--- src/rtl/sm510_cpu.sv ---
// Sharp SM510 4-bit microcontroller core, stepped one stage per clk_en.
// Fetches opcodes from an external registered 4K ROM and executes them
// against internal RAM, accumulator, pointer, W shifter and divider state.
module sm510_cpu (
    input  logic        clk,
    input  logic        reset,
    input  logic        clk_en,
    input  logic [7:0]  rom_data,
    output logic [11:0] rom_addr,
    input  logic [3:0]  input_k,
    input  logic        input_ba,
    input  logic        input_beta,
    output logic [7:0]  output_shifter_s
);

    typedef enum logic [2:0] {
        ST_LOAD_PC       = 3'd0,
        ST_DECODE_PERF_1 = 3'd1,
        ST_LOAD_2        = 3'd2,
        ST_DECODE_PERF_2 = 3'd3,
        ST_TM_LOAD       = 3'd4,
        ST_TM_PERF       = 3'd5,
        ST_RESERVED      = 3'd6,
        ST_SKIP          = 3'd7
    } stage_t;

    stage_t      r_stage, w_stage_nxt;
    logic [11:0] r_pc, r_stack_s, r_stack_r;
    logic [7:0]  r_op, r_w;
    logic [3:0]  r_acc, r_bl;
    logic [2:0]  r_bm;
    logic        r_carry, r_gamma, r_skip, r_lax, r_sbm;
    logic [14:0] r_div;
    logic [3:0]  r_ram [0:127];

    logic [11:0] w_pc_nxt, w_s_nxt, w_r_nxt, w_pc_inc;
    logic [7:0]  w_op_nxt, w_w_nxt;
    logic [3:0]  w_acc_nxt, w_bl_nxt, w_m, w_bit, w_ram_wdata;
    logic [2:0]  w_bm_nxt;
    logic        w_carry_nxt, w_gamma_nxt, w_skip_nxt, w_lax_nxt, w_sbm_nxt;
    logic [14:0] w_div_nxt;
    logic        w_ram_we, w_first, w_is_lax, w_two_byte, w_discard, w_exec;
    logic [6:0]  w_ram_addr;
    logic [4:0]  w_addc, w_adx;

    // Program counter step field is a 6-bit LFSR; the page never changes here.
    function automatic logic [11:0] f_pc_step(input logic [11:0] pc);
        return {pc[11:6], ~(pc[0] ^ pc[1]), pc[5:1]};
    endfunction

    // First-byte stages see the opcode directly on rom_data.
    assign w_first    = (r_stage == ST_DECODE_PERF_1) || (r_stage == ST_SKIP);
    assign w_is_lax   = (rom_data[7:4] == 4'h2);
    assign w_two_byte = (rom_data == 8'h5F) || (rom_data[7:4] == 4'h7);
    // SKIP is also entered speculatively after a LAX; only a chained LAX is dropped.
    assign w_discard  = (r_stage == ST_SKIP) && (r_skip || w_is_lax);
    assign w_exec     = w_first && !w_discard;

    // SBM forces the high Bm bit for exactly one instruction.
    assign w_ram_addr = {r_bm[2] | r_sbm, r_bm[1:0], r_bl};
    assign w_m        = r_ram[w_ram_addr];
    assign w_pc_inc   = f_pc_step(r_pc);
    assign w_bit      = 4'b0001 << rom_data[1:0];
    assign w_addc     = {1'b0, r_acc} + {1'b0, w_m} + {4'b0000, r_carry};
    assign w_adx      = {1'b0, r_acc} + {1'b0, rom_data[3:0]};

    // TM reads its vector from page 0; everything else fetches at pc.
    assign rom_addr         = (r_stage == ST_TM_LOAD) ? {6'd0, r_op[5:0]} : r_pc;
    assign output_shifter_s = r_w;

    // Stage sequencing: one stage per clk_en, back to LOAD_PC after execution.
    always_comb begin
        w_stage_nxt = ST_LOAD_PC;
        case (r_stage)
            ST_LOAD_PC:
                w_stage_nxt = (r_skip || r_lax) ? ST_SKIP : ST_DECODE_PERF_1;
            ST_DECODE_PERF_1, ST_SKIP:
                if (w_two_byte)
                    w_stage_nxt = ST_LOAD_2;
                else if (w_exec && (rom_data[7:6] == 2'b11))
                    w_stage_nxt = ST_TM_LOAD;
            ST_LOAD_2:  w_stage_nxt = ST_DECODE_PERF_2;
            ST_TM_LOAD: w_stage_nxt = ST_TM_PERF;
            default:    w_stage_nxt = ST_LOAD_PC;
        endcase
    end

    // Instruction execution: next values for every architectural register.
    always_comb begin
        w_pc_nxt    = r_pc;
        w_s_nxt     = r_stack_s;
        w_r_nxt     = r_stack_r;
        w_op_nxt    = r_op;
        w_w_nxt     = r_w;
        w_acc_nxt   = r_acc;
        w_bl_nxt    = r_bl;
        w_bm_nxt    = r_bm;
        w_carry_nxt = r_carry;
        w_gamma_nxt = r_gamma;
        w_skip_nxt  = r_skip;
        w_lax_nxt   = r_lax;
        w_sbm_nxt   = r_sbm;
        w_div_nxt   = r_div + 15'd1;
        w_ram_we    = 1'b0;
        w_ram_wdata = r_acc;

        if (w_first) begin
            w_op_nxt  = rom_data;
            w_pc_nxt  = w_pc_inc;
            w_lax_nxt = w_is_lax;
            w_sbm_nxt = 1'b0;
            // A discarded two-byte op keeps skip set so its operand is dropped too.
            w_skip_nxt = w_discard ? w_two_byte : 1'b0;
        end

        if (w_exec) begin
            casez (rom_data)
                8'h02:        w_sbm_nxt = 1'b1;
                8'b0000_01??: begin w_ram_we = 1'b1; w_ram_wdata = w_m & ~w_bit; end
                8'b0000_11??: begin w_ram_we = 1'b1; w_ram_wdata = w_m | w_bit; end
                8'h08:        w_acc_nxt = r_acc + w_m;
                8'h09: begin
                    w_acc_nxt   = w_addc[3:0];
                    w_carry_nxt = w_addc[4];
                    w_skip_nxt  = w_addc[4];
                end
                8'h0A:        w_acc_nxt = ~r_acc;
                8'h0B: begin  w_acc_nxt = r_bl; w_bl_nxt = r_acc; end
                8'b0001_00??, 8'b0001_01??, 8'b0001_11??: begin
                    w_acc_nxt   = w_m;
                    w_ram_we    = 1'b1;
                    w_ram_wdata = r_acc;
                    w_bm_nxt    = {r_bm[2], r_bm[1:0] ^ rom_data[1:0]};
                    if (rom_data[3:2] == 2'b01) begin
                        w_bl_nxt   = r_bl + 4'd1;
                        w_skip_nxt = (r_bl == 4'hF);
                    end
                    if (rom_data[3:2] == 2'b11) begin
                        w_bl_nxt   = r_bl - 4'd1;
                        w_skip_nxt = (r_bl == 4'h0);
                    end
                end
                8'b0001_10??: begin
                    w_acc_nxt = w_m;
                    w_bm_nxt  = {r_bm[2], r_bm[1:0] ^ rom_data[1:0]};
                end
                8'b0010_????: w_acc_nxt = rom_data[3:0];
                8'b0011_????: begin
                    w_acc_nxt  = w_adx[3:0];
                    w_skip_nxt = w_adx[4] && (rom_data[3:0] != 4'hA);
                end
                8'b0100_????: begin
                    w_bm_nxt = {r_bm[2], rom_data[3:2]};
                    w_bl_nxt = {rom_data[1:0], rom_data[1:0]};
                end
                8'h51:        w_skip_nxt = input_beta;
                8'h52:        w_skip_nxt = !r_carry;
                8'h53:        w_skip_nxt = (r_acc == w_m);
                8'b0101_01??: w_skip_nxt = |(w_m & w_bit);
                8'h58: begin  w_skip_nxt = !r_gamma; w_gamma_nxt = 1'b0; end
                8'h5A:        w_skip_nxt = (r_acc == 4'h0);
                8'h5B:        w_skip_nxt = (r_acc == r_bl);
                8'h5E:        w_skip_nxt = input_ba;
                8'h62:        w_w_nxt = {r_w[6:0], 1'b0};
                8'h63:        w_w_nxt = {r_w[6:0], 1'b1};
                8'h64: begin  w_bl_nxt = r_bl + 4'd1; w_skip_nxt = (r_bl == 4'hF); end
                8'h65:        w_div_nxt = 15'd0;
                8'h66:        w_carry_nxt = 1'b0;
                8'h67:        w_carry_nxt = 1'b1;
                8'h68:        w_skip_nxt = r_div[14];
                8'h69:        w_skip_nxt = r_div[11];
                8'h6A:        w_acc_nxt = input_k;
                8'h6B: begin  w_acc_nxt = {r_carry, r_acc[3:1]}; w_carry_nxt = r_acc[0]; end
                8'h6C: begin  w_bl_nxt = r_bl - 4'd1; w_skip_nxt = (r_bl == 4'h0); end
                8'h6E, 8'h6F: begin
                    w_pc_nxt   = r_stack_s;
                    w_s_nxt    = r_stack_r;
                    w_skip_nxt = rom_data[0];
                end
                8'b10??_????: w_pc_nxt = {r_pc[11:6], rom_data[5:0]};
                8'b11??_????: begin w_s_nxt = w_pc_inc; w_r_nxt = r_stack_s; end
                default: ;
            endcase
        end

        // Second byte of LBL / TL / TML (or its discard when the op was skipped).
        if (r_stage == ST_DECODE_PERF_2) begin
            w_pc_nxt   = w_pc_inc;
            w_skip_nxt = 1'b0;
            if (!r_skip) begin
                if (r_op == 8'h5F) begin
                    w_bm_nxt = rom_data[6:4];
                    w_bl_nxt = rom_data[3:0];
                end else begin
                    // 7C-7F are TML: bits 3:2 select the call, only bits 1:0 feed the page.
                    w_pc_nxt = {(r_op[3:2] == 2'b11) ? 2'b00 : r_op[3:2], r_op[1:0], rom_data};
                    if (r_op[3:2] == 2'b11) begin
                        w_s_nxt = w_pc_inc;
                        w_r_nxt = r_stack_s;
                    end
                end
            end
        end

        // TM vector byte: two page bits plus fixed page pattern, then the step.
        if (r_stage == ST_TM_PERF)
            w_pc_nxt = {rom_data[7:6], 4'b0100, rom_data[5:0]};

        if (r_div == 15'h7FFF)
            w_gamma_nxt = 1'b1;
    end

    // Stage register.
    always_ff @(posedge clk or posedge reset) begin
        if (reset)
            r_stage <= ST_LOAD_PC;
        else if (clk_en)
            r_stage <= w_stage_nxt;
    end

    // Architectural register update, gated by the step enable.
    always_ff @(posedge clk or posedge reset) begin
        if (reset) begin
            r_pc      <= 12'h0C0;
            r_stack_s <= 12'h000;
            r_stack_r <= 12'h000;
            r_op      <= 8'h00;
            r_w       <= 8'h00;
            r_acc     <= 4'h0;
            r_bl      <= 4'h0;
            r_bm      <= 3'd0;
            r_carry   <= 1'b0;
            r_gamma   <= 1'b0;
            r_skip    <= 1'b0;
            r_lax     <= 1'b0;
            r_sbm     <= 1'b0;
            r_div     <= 15'd0;
        end else if (clk_en) begin
            r_pc      <= w_pc_nxt;
            r_stack_s <= w_s_nxt;
            r_stack_r <= w_r_nxt;
            r_op      <= w_op_nxt;
            r_w       <= w_w_nxt;
            r_acc     <= w_acc_nxt;
            r_bl      <= w_bl_nxt;
            r_bm      <= w_bm_nxt;
            r_carry   <= w_carry_nxt;
            r_gamma   <= w_gamma_nxt;
            r_skip    <= w_skip_nxt;
            r_lax     <= w_lax_nxt;
            r_sbm     <= w_sbm_nxt;
            r_div     <= w_div_nxt;
        end
    end

    // Data RAM write port; contents survive reset.
    always_ff @(posedge clk) begin
        if (clk_en && w_ram_we)
            r_ram[w_ram_addr] <= w_ram_wdata;
    end

endmodule

--- config.mk ---
export PLATFORM = sky130hd
export DESIGN_NAME = sm510_cpu
export DESIGN_NICKNAME = d
export VERILOG_FILES = /design/src/rtl/sm510_cpu.sv
export SDC_FILE = /design/constraint.sdc
export NUM_CORES = 1
export LEC_CHECK = 0
export ABC_AREA = 1
export BUFFER_PORTS_ARGS = -buffer_cell sky130_fd_sc_hd__buf_4
export CAP_MARGIN = 40
export CORE_MARGIN = 4
export CORE_UTILIZATION = 60
export CTS_BUF_LIST = sky130_fd_sc_hd__clkbuf_2 sky130_fd_sc_hd__clkbuf_4 sky130_fd_sc_hd__clkbuf_8
export DETAILED_ROUTE_END_ITERATION = 12
export GPL_TIMING_DRIVEN = 1
export PLACE_DENSITY = 0.76
export RECOVER_POWER = 50
export SYNTH_ARGS = -nofsm -noshare
export SYNTH_HDL_FRONTEND = slang
export SYNTH_SLANG_ARGS = --single-unit
--- constraint.sdc ---
create_clock -name clk -period 11.2 [get_ports clk]
set_clock_uncertainty 0.05 [all_clocks]
set_input_delay 3.36 -clock clk [delete_from_list [all_inputs] [get_ports clk]]
set_output_delay 3.36 -clock clk [all_outputs]
set_load 0.1 [all_outputs]
==> run_results.csv <==
group,metric,value,unit
run_status,status,"complete, but fails checks",
run_status,violations,"capacitance limit, slew limit",
clock_tree,holdBufCountCts,0,
logic_synthesis,syn_area,28300,um^2
placed_design,placed_cell_area,29100,um^2
placed_design,port_buffers,36,
floorplanning,die_x,225,um
critical_path,crit_path_end_kind,"flip-flop",
final_layout,nFillCells,3612,
worst_hold_path,hold_path_class,"reg2reg",
critical_path,rr_startpoint,"r_bl[0]$_DFFE_PP0P_",
logic_synthesis,ys_ff_latch,598,
timing,finalCritPeriodShare,76.9,%
critical_path,startpoint,"clk_en",
critical_path,cp_max_fo,58,
floorplanning,die_y,225,um
clock_tree,htreeDepth,3,
clock_tree,cts.repair.resized,0,
logic_synthesis,synth.net_count,3045,
drt,drt_iter0_drc,2201,
clock_tree,cts-root-buf,"clkbuf_8",
floorplanning,io_pins,37,
placed_design,hpwl,45800,um
critical_path,r2r_slack,3380,ps
final_layout,layout.cells.non_filler,3738,
timing,max_freq,116,MHz
critical_path,cp-start-kind,"input pin",
logic_synthesis,synth.distinct_cells,51,
drt,vias,21300,
logic_synthesis,ys_warn_count,0,
floorplanning,coreArea,46600,um^2
clock_tree,cts_num_sinks,598,
flow_run,maxCapViolations,7,
logic_synthesis,syn_inst,3012,
timing,holdWs,436,ps
clock_tree,post_cts_buffers,0,
power_and_ir_drop,p_leak,12.8,nW
clock_tree,cts_buffer_depth,3,
floorplanning,dieArea,50700,um^2
drt,antenna_left,0,
clock_tree,numCtsBuffers,96,
timing,setup_ws,2590,ps
clock_tree,cts_tree,"yes",
timing,tightest_slew,3550,ps
logic_synthesis,syn_area_per_cell,9.39,um^2
final_layout,final_nets,3087,
logic_synthesis,synth_async_sr_flop_share,14.4,%
drt,dr.pass1.iters,5,
grt,overflow,0,
timing,rsz0062_at_grt,"false",
placed_design,dp.cells,3563,
critical_path,crit_family,"buffers and inverters",
floorplanning,initial_core_util,60.8,%
timing,drv_slew,346,
critical_path,r2r_end,"r_ram[52][1]$_DFFE_PP_",
grt,grt_max_degree,222,
power_and_ir_drop,ir_worst_vdd,180,uV
placed_design,dp_worst_setup_slack,4070,ps
logic_synthesis,synthFlopType,"edfxtp_1",
critical_path,cp_slowest_cell,"clkbuf_1",
power_and_ir_drop,totalPowerFinal,7.06,mW
critical_path,r2r_cells,16,
critical_path,crit_path_max_incr_delay,1730,ps
final_layout,area_growth,9.04,%
final_layout,post-route-util,66.3,%
critical_path,path_cells,"clkbuf_1 -> inv_1 -> nor2_2 -> inv_1 -> nor2_2 -> nand2_1 -> nor2_1 -> nand2_1 -> nor2_1",
drt,drt-total-wl,72900,um
critical_path,worst-setup-path-type,"in2reg",
drt,vias_per_cell,5.70,
grt,grt_pass1_vias,20900,
timing,relSlewSlack,-137,%
final_layout,layout_common_cells,"nand2_1, edfxtp_1, nor2_1",
clock_tree,clkSlewWorstSetupHoldPaths,60,ps
placed_design,gp_congestion,0.983,
critical_path,arrival,8880,ps
timing,setup-violations-final,0,
logic_synthesis,synth_edf_count,512,
timing,fin_setup_tns,0,ps
clock_tree,clk_latency,710,ps
final_layout,design_area,30800,um^2
final_layout,final_common_cell,"nand2_1",
floorplanning,num_rows,79,
grt,track_usage,28.6,%
logic_synthesis,ys_seq_area_share,62.0,%
critical_path,worstPathRequired,11470,ps
grt,grt_pass1_wl,113000,um
critical_path,endpoint,"r_ram[67][2]$_DFFE_PP_",
timing,finalHoldViolCount,0,
critical_path,crit_cells,9,
drt,wl_per_cell,19.5,um
timing,min_period,8610,ps
power_and_ir_drop,p_per_area,229,nW/um^2
critical_path,crit_buf_inv,3,
final_layout,drive_gt1_share,9.01,%
drt,drc,0,
grt,antenna_found_initial,1,
[power breakdown]
group | internal [mW] | total (mW) | leakage (nW) | switching (mW)
clock | 0.990 | 1.84 | 1.01 | 0.851
combinational | 0.537 | 2.26 | 6.09 | 1.72
sequential | 2.85 | 2.96 | 5.67 | 0.115
total | 4.38 | 7.06 | 12.8 | 2.69
[area by class of cell]
| cell class | instances | area [um^2] | share of cell area, % |
|---|---|---|---|
| flip-flops and latches | 598 | 17500 | 56.8 |
| clock buffers | 124 | 1560 | 5.07 |
| well taps | 607 | 759 | 2.46 |
| repair buffers | 74 | 533 | 1.73 |
| inverters | 359 | 1350 | 4.38 |
| diodes | 1 | 2.50 | 0.00811 |
| multi-input cells | 1925 | 8760 | 28.4 |
| clock inverters | 50 | 347 | 1.12 |
[cells by family (layout without fill, tap and decap cells)]
family / Yosys count / after routing / synth area share (%)
fa+ha+maj: 16 / 16 / 0.814
flops: 598 / 598 / 62.0
compound gates: 365 / 365 / 7.82
other cells: 0 / 1 / 0
buf+inv: 489 / 607 / 7.16
xor+xnor: 10 / 10 / 0.310
simple gates: 1532 / 1532 / 21.8
mux: 2 / 2 / 0.0796
[flip-flops by register name (all words and copies together) (netlist names)]
name              flops
r_stack_s            12
r_acc                 4
r_gamma               1
r_sbm                 1
r_bl                  4
r_pc                 12
r_div                15
r_bm                  3
r_stack_r            12
r_carry               1
r_stage               3
output_shifter_s      8
r_skip                1
r_ram               512
r_op                  8
r_lax                 1
[cells in the mapped netlist, types with 8 or more instances]
library cell	number	area (um^2)
or2_2	45	282
a21oi_1	49	245
o211ai_1	56	420
buf_6	11	124
clkbuf_1	46	173
nand2_1	919	3450
edfxtp_1	512	15400
o221ai_1	17	149
o211ai_2	8	100
o21ai_0	147	736
o22ai_1	9	56.3
inv_2	15	56.3
nor2_1	367	1380
inv_1	342	1280
nor3_1	10	50.1
buf_4	9	67.6
dfrtp_1	84	2100
o21ai_1	40	200
buf_2	58	290
ha_1	12	150
nor2_2	10	62.6
nand3_1	151	756
nand4_1	9	56.3
[worst register-to-register path, delay by kind of cell (launching register included)]
family / cells / cell delay, ps
flops: 1 / 690
compound gates: 4 / 720
simple gates: 6 / 730
buf+inv: 6 / 5400
[worst min-delay path by stage]
stage	slack [ps]	cells after the start	start	endpoint
after floorplan	400	2	r_lax$_DFFE_PP0P_	r_lax$_DFFE_PP0P_
final	440	2	r_stack_r[1]$_DFFE_PP0P_	r_stack_r[1]$_DFFE_PP0P_
after CTS	440	2	r_stack_r[4]$_DFFE_PP0P_	r_stack_r[4]$_DFFE_PP0P_
after global placement	420	2	r_stack_r[2]$_DFFE_PP0P_	r_stack_r[2]$_DFFE_PP0P_
after global routing	470	2	r_stack_r[2]$_DFFE_PP0P_	r_stack_r[2]$_DFFE_PP0P_
after detailed placement	430	2	r_stack_r[4]$_DFFE_PP0P_	r_stack_r[4]$_DFFE_PP0P_
[layer usage]
layer / up-vias / share of wire (%) / global-route usage [%]
met1: 9994 / 39 / 38.2
met3: 231 / 9.1 / 5.59
li1: 10000 / - / -
met5: - / 0 / 0
met2: 1067 / 47 / 46.1
met4: 0 / 4.6 / 13.0
Note: power is estimated with default switching activity, not from simulation.
